===== src/rtl/mips_muldiv_pkg.sv =====
// Shared encodings for the iterative MIPS multiply/divide unit.
package mips_muldiv_pkg;

  typedef enum logic [1:0] {
    MD_MULT  = 2'b00,
    MD_MULTU = 2'b01,
    MD_DIV   = 2'b10,
    MD_DIVU  = 2'b11
  } md_op_e;

  typedef enum logic [1:0] {
    MD_IDLE = 2'b00,
    MD_CALC = 2'b01,
    MD_FIX  = 2'b10
  } md_state_e;

  localparam int unsigned HiloWeLo = 0;
  localparam int unsigned HiloWeHi = 1;

endpackage


===== src/rtl/mips_muldiv_unit_if.sv =====
// Pipeline-side request/response bundle of the multiply/divide unit.
interface mips_muldiv_unit_if
  import mips_muldiv_pkg::*;
#(
  parameter int unsigned XLEN = 32
);
  logic            start;
  md_op_e          op;
  logic [XLEN-1:0] a;
  logic [XLEN-1:0] b;
  logic            kill;
  logic [1:0]      hilo_we;
  logic [XLEN-1:0] hilo_wdata;
  logic            busy;
  logic            done;
  logic [XLEN-1:0] hi;
  logic [XLEN-1:0] lo;

  modport master (
    output start, op, a, b, kill, hilo_we, hilo_wdata,
    input  busy, done, hi, lo
  );

  modport slave (
    input  start, op, a, b, kill, hilo_we, hilo_wdata,
    output busy, done, hi, lo
  );
endinterface


===== src/rtl/muldiv_step.sv =====
// One radix-2 iteration: shift-add multiply or restoring shift-subtract divide.
module muldiv_step #(
  parameter int unsigned XLEN = 32
) (
  input  logic              div_i,
  input  logic [2*XLEN-1:0] work_i,
  input  logic [XLEN-1:0]   opnd_i,
  output logic [2*XLEN-1:0] work_o,
  output logic [XLEN-1:0]   opnd_o
);
  logic [XLEN:0]   sum;
  logic [XLEN:0]   upper;
  logic [XLEN-1:0] diff;

  always_comb begin
    opnd_o = opnd_i;
    sum    = {1'b0, work_i[2*XLEN-1:XLEN]} + (work_i[0] ? {1'b0, opnd_i} : '0);
    // Partial remainder after the left shift; needs XLEN+1 bits before the trial subtract.
    upper  = work_i[2*XLEN-1:XLEN-1];
    diff   = upper[XLEN-1:0] - opnd_i;
    if (div_i) begin
      if (upper >= {1'b0, opnd_i}) begin
        work_o = {diff, work_i[XLEN-2:0], 1'b1};
      end else begin
        work_o = {upper[XLEN-1:0], work_i[XLEN-2:0], 1'b0};
      end
    end else begin
      work_o = {sum, work_i[XLEN-1:1]};
    end
  end
endmodule


===== src/rtl/mips_muldiv_unit.sv =====
// Iterative MULT/MULTU/DIV/DIVU engine with architectural HI/LO and kill support.
module mips_muldiv_unit
  import mips_muldiv_pkg::*;
#(
  parameter int unsigned XLEN   = 32,
  parameter int unsigned UNROLL = 1
) (
  input logic                clk_i,
  input logic                rst_ni,
  mips_muldiv_unit_if.slave  bus_io
);
  localparam int unsigned Iters = XLEN / UNROLL;
  localparam int unsigned CntW  = $clog2(XLEN);

  md_state_e         state_q;
  md_op_e            op_q;
  logic [CntW-1:0]   cnt_q;
  logic [2*XLEN-1:0] work_q;
  logic [XLEN-1:0]   opnd_q;
  logic              neg_res_q, neg_rem_q, dbz_q;
  logic              busy_q, done_q;
  logic [XLEN-1:0]   hi_q, lo_q;

  logic              accept, is_div, is_signed, a_neg, b_neg;
  logic [XLEN-1:0]   a_abs, b_abs, quo, rem, fix_hi, fix_lo;
  logic [2*XLEN-1:0] prod;

  logic [2*XLEN-1:0] work_chain [UNROLL+1];
  logic [XLEN-1:0]   opnd_chain [UNROLL+1];

  assign work_chain[0] = work_q;
  assign opnd_chain[0] = opnd_q;

  for (genvar g = 0; g < UNROLL; g++) begin : g_step
    muldiv_step #(.XLEN(XLEN)) u_step (
      .div_i  (is_div),
      .work_i (work_chain[g]),
      .opnd_i (opnd_chain[g]),
      .work_o (work_chain[g+1]),
      .opnd_o (opnd_chain[g+1])
    );
  end

  always_comb begin
    accept    = (state_q == MD_IDLE) && bus_io.start && !bus_io.kill;
    is_div    = (op_q == MD_DIV) || (op_q == MD_DIVU);
    is_signed = (bus_io.op == MD_MULT) || (bus_io.op == MD_DIV);
    a_neg     = is_signed && bus_io.a[XLEN-1];
    b_neg     = is_signed && bus_io.b[XLEN-1];
    a_abs     = a_neg ? -bus_io.a : bus_io.a;
    b_abs     = b_neg ? -bus_io.b : bus_io.b;
    // Divide by zero leaves quotient all ones and remainder |a|; re-signing the
    // remainder with a's sign restores the original a for HI.
    prod      = neg_res_q ? -work_q : work_q;
    quo       = (neg_res_q && !dbz_q) ? -work_q[XLEN-1:0] : work_q[XLEN-1:0];
    rem       = neg_rem_q ? -work_q[2*XLEN-1:XLEN] : work_q[2*XLEN-1:XLEN];
    fix_hi    = is_div ? rem : prod[2*XLEN-1:XLEN];
    fix_lo    = is_div ? quo : prod[XLEN-1:0];
  end

  always_ff @(posedge clk_i) begin
    if (!rst_ni) begin
      state_q   <= MD_IDLE;
      op_q      <= MD_MULT;
      cnt_q     <= '0;
      work_q    <= '0;
      opnd_q    <= '0;
      neg_res_q <= 1'b0;
      neg_rem_q <= 1'b0;
      dbz_q     <= 1'b0;
      busy_q    <= 1'b0;
      done_q    <= 1'b0;
      hi_q      <= '0;
      lo_q      <= '0;
    end else begin
      done_q <= 1'b0;
      unique case (state_q)
        MD_IDLE: begin
          if (accept) begin
            state_q   <= MD_CALC;
            busy_q    <= 1'b1;
            op_q      <= bus_io.op;
            cnt_q     <= CntW'(Iters - 1);
            neg_res_q <= a_neg ^ b_neg;
            neg_rem_q <= a_neg;
            dbz_q     <= (bus_io.b == '0);
            if (bus_io.op == MD_DIV || bus_io.op == MD_DIVU) begin
              work_q <= {{XLEN{1'b0}}, a_abs};
              opnd_q <= b_abs;
            end else begin
              work_q <= {{XLEN{1'b0}}, b_abs};
              opnd_q <= a_abs;
            end
          end else begin
            if (bus_io.hilo_we[HiloWeHi]) hi_q <= bus_io.hilo_wdata;
            if (bus_io.hilo_we[HiloWeLo]) lo_q <= bus_io.hilo_wdata;
          end
        end
        MD_CALC: begin
          if (bus_io.kill) begin
            state_q <= MD_IDLE;
            busy_q  <= 1'b0;
          end else begin
            work_q <= work_chain[UNROLL];
            opnd_q <= opnd_chain[UNROLL];
            if (cnt_q == '0) begin
              state_q <= MD_FIX;
            end else begin
              cnt_q <= cnt_q - CntW'(1);
            end
          end
        end
        MD_FIX: begin
          state_q <= MD_IDLE;
          busy_q  <= 1'b0;
          if (!bus_io.kill) begin
            hi_q   <= fix_hi;
            lo_q   <= fix_lo;
            done_q <= 1'b1;
          end
        end
        default: begin
          state_q <= MD_IDLE;
          busy_q  <= 1'b0;
        end
      endcase
    end
  end

  assign bus_io.busy = busy_q;
  assign bus_io.done = done_q;
  assign bus_io.hi   = hi_q;
  assign bus_io.lo   = lo_q;
endmodule


===== src/flat_wrapper.sv =====
// flat-port wrapper written by rule: the top's interface ports become plain ports
module mips_muldiv_unit_flat import mips_muldiv_pkg::*;
#(
  parameter int unsigned XLEN   = 32,
  parameter int unsigned UNROLL = 1
)
  (clk_i, rst_ni, bus_io_start, bus_io_op, bus_io_a, bus_io_b, bus_io_kill, bus_io_hilo_we, bus_io_hilo_wdata, bus_io_busy, bus_io_done, bus_io_hi, bus_io_lo);
  mips_muldiv_unit_if #(.XLEN(XLEN)) bus_io_i ();
  input logic clk_i;
  input logic rst_ni;
  input wire logic [$bits(bus_io_i.start)-1:0] bus_io_start;
  input wire logic [$bits(bus_io_i.op)-1:0] bus_io_op;
  input wire logic [$bits(bus_io_i.a)-1:0] bus_io_a;
  input wire logic [$bits(bus_io_i.b)-1:0] bus_io_b;
  input wire logic [$bits(bus_io_i.kill)-1:0] bus_io_kill;
  input wire logic [$bits(bus_io_i.hilo_we)-1:0] bus_io_hilo_we;
  input wire logic [$bits(bus_io_i.hilo_wdata)-1:0] bus_io_hilo_wdata;
  output wire logic [$bits(bus_io_i.busy)-1:0] bus_io_busy;
  output wire logic [$bits(bus_io_i.done)-1:0] bus_io_done;
  output wire logic [$bits(bus_io_i.hi)-1:0] bus_io_hi;
  output wire logic [$bits(bus_io_i.lo)-1:0] bus_io_lo;
  assign bus_io_i.start = bus_io_start;
  assign bus_io_i.op = bus_io_op;
  assign bus_io_i.a = bus_io_a;
  assign bus_io_i.b = bus_io_b;
  assign bus_io_i.kill = bus_io_kill;
  assign bus_io_i.hilo_we = bus_io_hilo_we;
  assign bus_io_i.hilo_wdata = bus_io_hilo_wdata;
  assign bus_io_busy = bus_io_i.busy;
  assign bus_io_done = bus_io_i.done;
  assign bus_io_hi = bus_io_i.hi;
  assign bus_io_lo = bus_io_i.lo;
  mips_muldiv_unit #(.XLEN(XLEN), .UNROLL(UNROLL)) u_core (.clk_i(clk_i), .rst_ni(rst_ni), .bus_io(bus_io_i));
endmodule

===== config.mk =====
export PLATFORM = sky130hd
export DESIGN_NAME = mips_muldiv_unit_flat
export DESIGN_NICKNAME = d
export VERILOG_FILES = /design/src/rtl/mips_muldiv_pkg.sv /design/src/rtl/mips_muldiv_unit_if.sv /design/src/rtl/muldiv_step.sv /design/src/rtl/mips_muldiv_unit.sv /design/src/flat_wrapper.sv
export SDC_FILE = /design/constraint.sdc
export NUM_CORES = 1
export LEC_CHECK = 0
export ABC_AREA = 1
export BUFFER_PORTS_ARGS = -buffer_cell sky130_fd_sc_hd__buf_2
export CORE_MARGIN = 2
export CORE_UTILIZATION = 40
export DETAILED_ROUTE_END_ITERATION = 6
export HOLD_SLACK_MARGIN = 0.06
export PLACE_DENSITY = 0.58
export SLEW_MARGIN = 20
export SYNTH_ARGS = -nofsm -noshare
export SYNTH_HDL_FRONTEND = slang
export SYNTH_HIERARCHICAL = 1
export SYNTH_SLANG_ARGS = --single-unit

===== constraint.sdc =====
create_clock -name clk_i -period 3.4 [get_ports clk_i]
set_input_delay 0.51 -clock clk_i [delete_from_list [all_inputs] [get_ports clk_i]]
set_output_delay 0.51 -clock clk_i [all_outputs]
set_load 0.01 [all_outputs]

==> reports/results.txt <==
After layout, the minimum clock period comes to 3.11 ns. The maximum fanout count along the critical path works out to 6. In this run the most critical hold path is launched from bus_io_kill.

Based on the critical path, the design can be clocked at up to 322 MHz. The total negative slack was 0 ns. The final antenna-violating net count came out at 0. The setup path with the least slack is of type reg2reg.

The number of different library cells used by synthesis comes to 50. The run gives 3.46 ns as the arrival time at the worst endpoint. For the number of violations of the max-capacitance limit, the log shows 0.

The min-delay analysis places its worst path in the category in2reg. The number of antenna diodes in the final layout is 0. TritonCTS built the clock tree.

Of the available clock period, the critical path in the final layout requires 91.4%. Grouping stages by cell kind, the critical path spends the most delay in simple AND/OR/NAND/NOR gates. The per-cell routed wire length came out at 20.7 um.

CTS saw 173 sinks. The worst register-to-register path ends at u_core/work_q[46]. The highest cell delay on the worst timing path works out to 0.49 ns. After clock tree synthesis, the repair step resized 0 gates.

The buffers plus inverters on the worst setup path works out to 2. After detailed routing, the number of remaining DRC violations is 0. After technology mapping, the gate count stands at 3305.

Setup repair after global routing left no endpoint under its margin. Via density per instance: 5.65. The detailed router put a total of 36.3 mm of wire on met1. For this design, the slowest cell found on the critical path is fa_1.

The portion of the post-synthesis area used by sequential elements came out at 18.7%. The later-pin clock latency in the skew report is 0.50 ns, and the via count of the first global-routing pass is 20600. The worst setup path is captured at a register.

The count of input and output buffers works out to 169. The run gives 0 as the number of failing hold endpoints at the final stage. The run gives 0 as the count of pins over their slew limit. The longest clock path from root to sink contains 2 buffers.

Data on the critical path is required at its endpoint by 3.75 ns. The post-route netlist has 10.8% of its cells at a drive strength greater than 1. The met3 routed wirelength was 6.44 mm. Buffers inserted to repair hold after CTS numbered 0. The final setup violation count came out at 0. The run finished with clean final reports. Chip width: 219 um.

Counting stages on the worst path, the most repeated cell is nand2_1. After clock tree synthesis, the setup repair step added 0 buffers. The pin count of the biggest net entering global routing came out at 86.

STA classifies the critical path startpoint as a register. The final layout contains 3579 nets. Initial antenna violation count: 3.

The clock-pin slew on the worst setup and hold paths is 0.07 ns, and the proportion of register bits with asynchronous set or reset after synthesis is 0%. The run gives 37.0 mm as the met2 layer wire length in the routed design. The total area inside the core boundary comes to 0.0456 mm2. The detailed router placed 22700 vias in this run.

The run gives 2567 as the number of DRC violations after detailed-routing iteration 0. For the worst-case hold slack, the log shows 0.270 ns. The post-synthesis area per instance was 5.61 um2.

Summed over all layers, the routed wires come to 83.3 mm. The tools report the slack of the worst reg-to-reg path as 0.29 ns. For the pin with the worst max-slew slack, the measured transition is 1.01 ns. The number of nets in the synthesized netlist is 3481. The CTS root buffer was clkbuf_16.

The die covers 0.0481 mm2. The worst vdd rail ir drop was 0.385 mV. Counting the buffers created by CTS gives 17. The first global-routing pass estimated 124 mm of wire.

For the final database, setup skew stands at 0.0148 ns. The tools report the startpoint of the worst register-to-register path as u_core/work_q[31]. The logs give 32.4% for the worst max-slew margin expressed relative to the limit and 170 for the number of placed I/O pins. The overall track demand over capacity in global routing came out at 34.4%. The path with the worst hold slack has its endpoint at u_core/bus_io.done. In this run the top signal layer used is met5.

Measured along the y axis, the die boundary spans 219 um. The total overflow left after global routing is 0. The congestion estimate from routability-driven global placement came to 1.02. Synthesis inferred 173 register bits. In this run the number of H-tree levels came out at 4. The cell count of the worst reg-to-reg path is 16. For this configuration, the core starts out at a cell density of 40.7%. The site row count was 78. Among all flip-flop cells after synthesis, the most frequent one is dfxtp_1. Before antenna repair, the detailed router went through 6 iterations. The estimated wirelength of the detail-placed design was 67.3 mm.

Yosys printed 6 warnings. The number of enable flip-flop cells after synthesis works out to 0. In this run the cell area of the synthesized design comes to 0.0185 mm2.

The post-synthesis to final-layout area growth came out at 10.4%. The signal on the critical path passes through inv_1, ha_1, inv_1, fa_1, nand3_1, nand3_1, nand2_1, nand2_1, nand2_1, nand2_1, xnor2_1, nand2_1, nand3_1, nand2_1, a22oi_1, nor2_1. In this run the static leakage power is 10.6 nW. The ratio of total power to cell area came out at 324 mW/mm2.

Along the worst hold path, the cell count comes to 2.
-- layer usage --
metal  global-route usage (%)  vias up
met5                        0        -
met4                     15.1        2
met3                     5.41      140
met2                     54.0      947
met1                     46.3    10600
li1                         -    11000
-- cells by family (layout without fill, tap and decap cells) --
family                   Yosys count  count (layout)  synth area share [%]
buffers and inverters            577             688                  13.0
XOR/XNOR                          51              51                  2.41
AND/OR/NAND/NOR                 1796            1796                  42.5
flip-flops                       173             173                  18.7
AO/OA/AOI/OAI                    636             636                  18.5
adder cells (fa/ha/maj)           72              72                  4.94
-- metrics by stage --
| stage | total power [mW] | util (%) | std cells | area, um2 | setup slack (ns) |
|---|---|---|---|---|---|
| 3_3_place_gp | 4.54 | 43.6 | 3983 | 19900 | 0.381 |
| 4_1_cts | 6.61 | 44.9 | 4015 | 20400 | 0.374 |
| 2_1_floorplan | 3.79 | - | 3305 | 18500 | 0.813 |
| 6_report | 6.64 | 44.9 | 4016 | 20500 | 0.292 |
| 5_1_grt | 6.96 | 44.9 | 4016 | 20500 | 0.0902 |
| 3_5_place_dp | 4.56 | 43.6 | 3983 | 19900 | 0.389 |
-- synth_stat cells (all sizes together) (10+ instances only) --
master,n,area (um2)
nand2,895,3420
nand3,416,2100
inv,411,1540
nor2,335,1370
a21oi,313,1600
o21ai,253,1300
dfxtp,173,3460
buf,92,576
clkbuf,74,293
ha,70,876
nand4,47,294
nand3b,44,330
xor2,31,272
nor3,27,146
a22oi,25,188
or2,24,150
xnor2,20,175
o211ai,10,75.1
o21bai,10,75.1
-- registers in the layout (all words and copies together), names as in the netlist --
name / cells
u_core/cnt_q: 5
u_core/bus_io.lo: 32
u_core/dbz_q: 1
u_core/neg_rem_q: 1
u_core/bus_io.busy: 1
u_core/state_q: 2
u_core/opnd_q: 32
u_core/bus_io.hi: 32
u_core/op_q: 1
u_core/work_q: 64
u_core/neg_res_q: 1
u_core/bus_io.done: 1
-- report_power, final --
group | total, mW | switching [mW] | leakage [nW] | internal, mW
logic | 2.23 | 1.55 | 8.90 | 0.686
registers | 2.35 | 0.173 | 1.42 | 2.18
clock network | 2.05 | 1.02 | 0.284 | 1.04
-- worst max path at each step --
stage / startpoint / end / slack, ns / cells past startpoint
finish: u_core/work_q[31] / u_core/work_q[46] / 0.29 / 16
global placement: u_core/work_q[31] / u_core/work_q[46] / 0.38 / 16
floorplan: u_core/work_q[0] / u_core/work_q[63] / 0.81 / 19
global route: u_core/work_q[0] / u_core/work_q[49] / 0.09 / 13
detailed placement: u_core/work_q[31] / u_core/work_q[46] / 0.39 / 16
CTS: u_core/work_q[0] / u_core/work_q[49] / 0.37 / 13
-- area by class of cell --
class                      count  area, um2
timing repair buffer         245       1460
clock buffer                  18        429
clock inverter                14        150
sequential                   173       3460
inverter                     411       1540
multi-input combinational   2555      12700
tap                          600        751
fill                        4976      25100
-- placed cells by master (no fill, tap or decap), types with 10 or more instances in the layout --
cell       count
o211ai_1      10
nor2_4        10
inv_1        397
a21oi_1      308
nand3b_1      44
nor2_1       312
o21ai_0      235
xnor2_1       20
nand2_1      881
nand4_1       47
clkbuf_16     17
inv_2         14
xor2_1        31
o21bai_1      10
nand3_1      412
nor3_1        26
or2_2         22
nand2_2       10
nor2_2        12
buf_4         72
dfxtp_1      172
ha_1          70
buf_2        169
a22oi_1       25
Power figures use the tool's default switching activity.
